`src/rtl/dmem_pkg.sv`:
```
// -----------------------------------------------------------------------------
// dmem_pkg
// Shared definitions for the multi-cycle data-memory responder.
//   WORD_W     : data word width (32 bits)
//   state_e    : responder FSM states (IDLE, BUSY, DONE)
//   idx_width(): word-index width for a given depth, $clog2(depth) with a floor
//                of 1 so a degenerate depth still yields a legal vector.
// No configuration macros.
// -----------------------------------------------------------------------------
package dmem_pkg;

  localparam int WORD_W = 32;

  typedef enum logic [1:0] {
    IDLE = 2'd0,
    BUSY = 2'd1,
    DONE = 2'd2
  } state_e;

  function automatic int idx_width(input int depth);
    return (depth > 1) ? $clog2(depth) : 1;
  endfunction

endpackage

```
`src/rtl/dmem_array.sv`:
```
// -----------------------------------------------------------------------------
// dmem_array
// Synchronous single-port word storage with write enable and registered read.
// Reset clears only the read register; stored words are never reset.
// Ports:
//   clk_i    : clock
//   rst_i    : synchronous active-high reset (read register only)
//   we_i     : write wdata_i to addr_i at the rising edge
//   re_i     : capture mem[addr_i] into rdata_o at the rising edge
//   addr_i   : word index
//   wdata_i  : write data
//   rdata_o  : registered read data, holds its value when re_i is low
// No configuration macros.
// -----------------------------------------------------------------------------
module dmem_array
  import dmem_pkg::*;
#(
  parameter int DEPTH_WORDS = 128,
  parameter int IDX_W       = 7
) (
  input  logic              clk_i,
  input  logic              rst_i,
  input  logic              we_i,
  input  logic              re_i,
  input  logic [IDX_W-1:0]  addr_i,
  input  logic [WORD_W-1:0] wdata_i,
  output logic [WORD_W-1:0] rdata_o
);

  logic [WORD_W-1:0] mem_q [DEPTH_WORDS];
  logic [WORD_W-1:0] rdata_q;

  // Storage kept in its own process without reset so it maps onto block RAM.
  always_ff @(posedge clk_i) begin
    if (we_i) begin
      mem_q[addr_i] <= wdata_i;
    end
  end

  always_ff @(posedge clk_i) begin
    if (rst_i) begin
      rdata_q <= '0;
    end else if (re_i) begin
      rdata_q <= mem_q[addr_i];
    end
  end

  assign rdata_o = rdata_q;

endmodule

```
`src/rtl/dmem_responder.sv`:
```
// -----------------------------------------------------------------------------
// dmem_responder
// Multi-cycle data memory for the pipeline MEM stage. Accepts one load/store at
// a time, waits LATENCY cycles, commits the access, then pulses resp_valid_o
// for one cycle. stall_o holds the pipeline while a request is pending.
// Ports:
//   clk_i        : clock
//   rst_i        : synchronous active-high reset (memory contents untouched)
//   req_valid_i  : request present
//   req_we_i     : 1 = store, 0 = load (sampled at acceptance)
//   addr_i       : byte address; word index = addr[IDX_W+1:2]
//   wdata_i      : store data
//   stall_o      : (IDLE & req_valid_i) | BUSY
//   resp_valid_o : one-cycle completion pulse (DONE state)
//   rdata_o      : registered load data
//   err_o        : registered misaligned-access flag, high with resp_valid_o
// Configuration macro: DMEM_MISALIGN_CHK_EN -- when defined, accesses whose
// latched addr[1:0] != 0 run the full sequence but do not touch memory or
// rdata_o, and raise err_o in the DONE cycle. When undefined, err_o is 0 and
// addr[1:0] is ignored.
// -----------------------------------------------------------------------------
module dmem_responder
  import dmem_pkg::*;
#(
  parameter int DEPTH_WORDS = 128,
  parameter int LATENCY     = 2,
  parameter int ADDR_W      = 32
) (
  input  logic              clk_i,
  input  logic              rst_i,
  input  logic              req_valid_i,
  input  logic              req_we_i,
  input  logic [ADDR_W-1:0] addr_i,
  input  logic [WORD_W-1:0] wdata_i,
  output logic              stall_o,
  output logic              resp_valid_o,
  output logic [WORD_W-1:0] rdata_o,
  output logic              err_o
);

  localparam int IDX_W = idx_width(DEPTH_WORDS);
  localparam int CNT_W = $clog2(LATENCY + 1);
  localparam logic [CNT_W-1:0] CNT_INIT = CNT_W'(LATENCY - 1);

  state_e              state_q;
  logic [CNT_W-1:0]    cnt_q;
  logic [IDX_W-1:0]    idx_q;
  logic                we_q;
  logic [WORD_W-1:0]   wdata_q;
  logic                resp_q;
  logic                err_q;
  logic                misalign;
  logic                accept;
  logic                commit;
  logic                mem_we;
  logic                mem_re;

  // Bits above the word index (and addr[1:0] when the check is off) are
  // intentionally ignored: addresses wrap modulo DEPTH_WORDS*4.
  logic unused_addr;
  assign unused_addr = ^addr_i;

  assign accept = (state_q == IDLE) && req_valid_i;
  assign commit = (state_q == BUSY) && (cnt_q == '0);

  // Reset gates the write so a store aborted at its commit edge is dropped.
  assign mem_we = commit && we_q && !misalign && !rst_i;
  assign mem_re = commit && !we_q && !misalign;

`ifdef DMEM_MISALIGN_CHK_EN
  logic mis_q;
  always_ff @(posedge clk_i) begin
    if (rst_i) begin
      mis_q <= 1'b0;
    end else if (accept) begin
      mis_q <= (addr_i[1:0] != 2'b00);
    end
  end
  assign misalign = mis_q;
`else
  assign misalign = 1'b0;
`endif

  always_ff @(posedge clk_i) begin
    if (rst_i) begin
      state_q <= IDLE;
      cnt_q   <= '0;
      idx_q   <= '0;
      we_q    <= 1'b0;
      wdata_q <= '0;
      resp_q  <= 1'b0;
      err_q   <= 1'b0;
    end else begin
      case (state_q)
        IDLE: begin
          resp_q <= 1'b0;
          err_q  <= 1'b0;
          if (req_valid_i) begin
            idx_q   <= addr_i[IDX_W+1:2];
            we_q    <= req_we_i;
            wdata_q <= wdata_i;
            cnt_q   <= CNT_INIT;
            state_q <= BUSY;
          end
        end
        BUSY: begin
          if (cnt_q == '0) begin
            // Access happens at this edge (array side); response follows.
            resp_q  <= 1'b1;
            err_q   <= misalign;
            state_q <= DONE;
          end else begin
            cnt_q <= cnt_q - 1'b1;
          end
        end
        DONE: begin
          // A request seen here waits for the next IDLE cycle.
          resp_q  <= 1'b0;
          err_q   <= 1'b0;
          state_q <= IDLE;
        end
        default: begin
          resp_q  <= 1'b0;
          err_q   <= 1'b0;
          state_q <= IDLE;
        end
      endcase
    end
  end

  dmem_array #(
    .DEPTH_WORDS (DEPTH_WORDS),
    .IDX_W       (IDX_W)
  ) u_array (
    .clk_i   (clk_i),
    .rst_i   (rst_i),
    .we_i    (mem_we),
    .re_i    (mem_re),
    .addr_i  (idx_q),
    .wdata_i (wdata_q),
    .rdata_o (rdata_o)
  );

  assign stall_o      = accept || (state_q == BUSY);
  assign resp_valid_o = resp_q;
  assign err_o        = err_q;

endmodule

```
`config.mk`:
```
export PLATFORM = sky130hd
export DESIGN_NAME = dmem_responder
export DESIGN_NICKNAME = d
export VERILOG_FILES = /design/src/rtl/dmem_pkg.sv /design/src/rtl/dmem_array.sv /design/src/rtl/dmem_responder.sv
export SDC_FILE = /design/constraint.sdc
export NUM_CORES = 2
export LEC_CHECK = 0
export BUFFER_PORTS_ARGS = -buffer_cell sky130_fd_sc_hd__buf_2
export CAP_MARGIN = 30
export CORE_ASPECT_RATIO = 0.6
export CORE_UTILIZATION = 40
export CTS_BUF_LIST = sky130_fd_sc_hd__clkbuf_2
export DETAILED_ROUTE_END_ITERATION = 7
export HOLD_SLACK_MARGIN = 0.12
export SYNTH_ARGS = -nofsm -noshare
export SYNTH_HDL_FRONTEND = slang
export SYNTH_SLANG_ARGS = --single-unit
```
`constraint.sdc`:
```
create_clock -name clk_i -period 4.8 [get_ports clk_i]
set_input_delay 0.48 -clock clk_i [delete_from_list [all_inputs] [get_ports clk_i]]
set_output_delay 0.48 -clock clk_i [all_outputs]
set_load 0.05 [all_outputs]
```
==> results.json <==
{
  "seqPwrFrac": 0.592,
  "routed-via-count": 100443,
  "cts.clk_slew.worst_paths_ns": 0.14,
  "whs_ns": 0.4969,
  "cts_buffers": 874,
  "p_comb_frac": 0.090,
  "synthFlopType": "edfxtp_1",
  "ys_seq_area_frac": 0.7764,
  "hold_violations": 0,
  "cp.required_ns": 6.73,
  "vias_per_cell": 6.320,
  "dieWidth_um": 819.5,
  "place_inst": 14169,
  "switching_share": 0.2743,
  "slew_viol_final": 0,
  "dieArea_um2": 403600,
  "cp-end-kind": "flip-flop",
  "nFillCells": 34271,
  "mostFrequentLayoutCells": "edfxtp_1, clkbuf_2, buf_4",
  "ctsResizeCount": 0,
  "cts_buffer_depth": 4,
  "finalCriticalPeriod_ns": 4.528,
  "switchingPower_mw": 18.79,
  "hpwl_mm": 347.4,
  "hold_class": "reg -> reg",
  "start_kind": "flip-flop",
  "fin_skew_ns": 0.1938,
  "rsz0062_at_grt": "false",
  "tightest_slew_ns": 1.156,
  "arrival_ns": 6.46,
  "ios": 103,
  "gp_congestion": 0.9395,
  "grt_max_degree": 130,
  "async_flop_share": 0,
  "p_leak_nw": 59.81,
  "grt_pass1_wl_mm": 788.0,
  "fin_cells": 15894,
  "outcome": "finished with violations",
  "grt_pass1_vias": 94763,
  "first_iter_violations": 19155,
  "insertion_delay_ns": 2.14,
  "crit_type": "reg -> reg",
  "synth_edf_count": 4096,
  "drc": 3,
  "ir_worst_vdd_mv": 0.2358,
  "syn-num-nets": 8794,
  "mappedNetlistArea_um2": 160400,
  "setup_viol": 0,
  "power.total_mw": 68.52,
  "timing.final.crit_share": 0.9433,
  "yosys_warnings": 0,
  "cts.sinks": 4173,
  "ant_nets": 0,
  "first_pass_iters": 8,
  "multi_input_area_um2": 33540,
  "relSlewSlack": 0.2296,
  "grt_overflow_total": 0,
  "drive_above_1_share": 0.2821,
  "core_area_um2": 397800,
  "cap_violations": 0,
  "fmax_mhz": 220.9,
  "portBuffers": 76,
  "power.density_nw_per_um2": 377.6,
  "num_rows": 179,
  "root_buffer": "clkbuf_2",
  "violations": "design-rule violations",
  "nets": 9959,
  "design_area_um2": 181400,
  "synth.distinct_cells": 86,
  "syn_inst": 8725,
  "htree_levels": 6,
  "place_area_um2": 171800,
  "gr-usage-all-layers": 0.2814,
  "fin_setup_tns_ns": 0,
  "routed_wl_mm": 586.6,
  "ys_seq_elements": 4173,
  "syn_avg_cell_area_um2": 18.38,
  "layout_commonest_cell": "edfxtp_1",
  "wl_per_cell_um": 36.90,
  "intPower_mw": 49.72,
  "cp_max_fo": 54,
  "cts_tree": "built",
  "die_h_um": 492.5,
  "start_util": 0.4033,
  "pwr-share-clk": 0.318,
  "antenna_found_initial": 69,
  "area_delta_synth_final_pct": 13.12,
  "seqCellArea_um2": 124700
}
## critical path, cell delays in order, from the launching register on
cell,delay (ns)
dfxtp_4,0.70
buf_12,0.38
and3b_4,0.41
buf_12,0.23
a221o_1,0.38
a221oi_1,0.76
o32ai_1,0.34
nor4_1,0.81
a311oi_1,0.21
## state kept, by name, indices dropped and copies added (netlist names)
register,count
wdata_q,32
u_array.mem_q,4096
resp_valid_o,1
idx_q,7
cnt_q,2
we_q,1
state_q,2
u_array.rdata_o,32
## cells by family (layout without fill, tap and decap cells)
| group | after synthesis | count (layout) | share of synthesized area |
|---|---|---|---|
| other cells | 1 | 21 | 0.00002338 |
| simple gates | 937 | 937 | 0.02443 |
| mux | 957 | 957 | 0.08416 |
| buf+inv | 638 | 2448 | 0.02199 |
| compound gates | 2018 | 2018 | 0.09287 |
| flops | 4173 | 4173 | 0.7764 |
| fa+ha+maj | 1 | 1 | 0.00007799 |
## final timing paths
| check | startpoint | end | slack (ns) | depth (start not counted) |
|---|---|---|---|---|
| max | idx_q[2] | u_array.rdata_o[31] | 0.27 | 8 |
| min | wdata_q[13] | u_array.mem_q[104][13] | 0.50 | 0 |
| max reg2reg | idx_q[2] | u_array.rdata_o[31] | 0.27 | 8 |
| min reg2reg | wdata_q[13] | u_array.mem_q[104][13] | 0.50 | 0 |
## synth_stat cells (77+ instances only)
cell | instances | area [um^2]
edfxtp_1 | 4096 | 123000
a221oi_1 | 505 | 4423
nor2_1 | 413 | 1550
mux2i_1 | 371 | 3714
nand2_1 | 361 | 1355
a21oi_1 | 341 | 1707
mux2_2 | 303 | 3412
o21ai_0 | 293 | 1466
mux4_2 | 283 | 6374
buf_2 | 231 | 1156
a22oi_1 | 193 | 1449
clkbuf_1 | 188 | 705.7
a221o_1 | 147 | 1471
buf_4 | 102 | 765.7
dfxtp_1 | 77 | 1541
## repair_timing
item | in CTS | in global routing
endpoints found under the hold margin | 2199 | 0
hold buffers | 168 | 0
setup endpoints to repair | 0 | 0
buffers inserted | 0 | 0
## area by class of cell
cell class,count,share of cell area
Antenna cell,20,0.0002758
Multi-Input combinational cell,3914,0.1848
Clock inverter,183,0.005413
Tap cell,5339,0.03682
Inverter,10,0.0003793
Clock buffer,1338,0.03691
Sequential cell,4173,0.6872
Timing Repair Buffer,917,0.04818
## power groups by stage
stage               logic, mW  clock network (mW)  registers, mW
CTS                      5.82                21.9           40.6
global route             6.26                23.7           40.5
finish                   6.19                21.8           40.5
detailed placement       5.69                   0           41.4
floorplan                2.53                   0           41.5
global placement         5.55                   0           41.4
## layer usage
metal  wire length (um)  GRT usage  up-vias
met1             223200     0.3980    51336
met4              23400     0.1033       46
met2             229900     0.3664     8799
li1                   -          -    39048
met5                509   0.003512        -
met3             109500     0.1452     1214
## stage by stage
stage | util | setup WS [ns]
2_1_floorplan | - | 1.021
3_3_place_gp | 0.4315 | 0.4053
3_5_place_dp | 0.4320 | 0.4179
4_1_cts | 0.4555 | 0.2627
5_1_grt | 0.4561 | 0.2886
6_report | 0.4561 | 0.2724
Power figures use the tool's default switching activity.
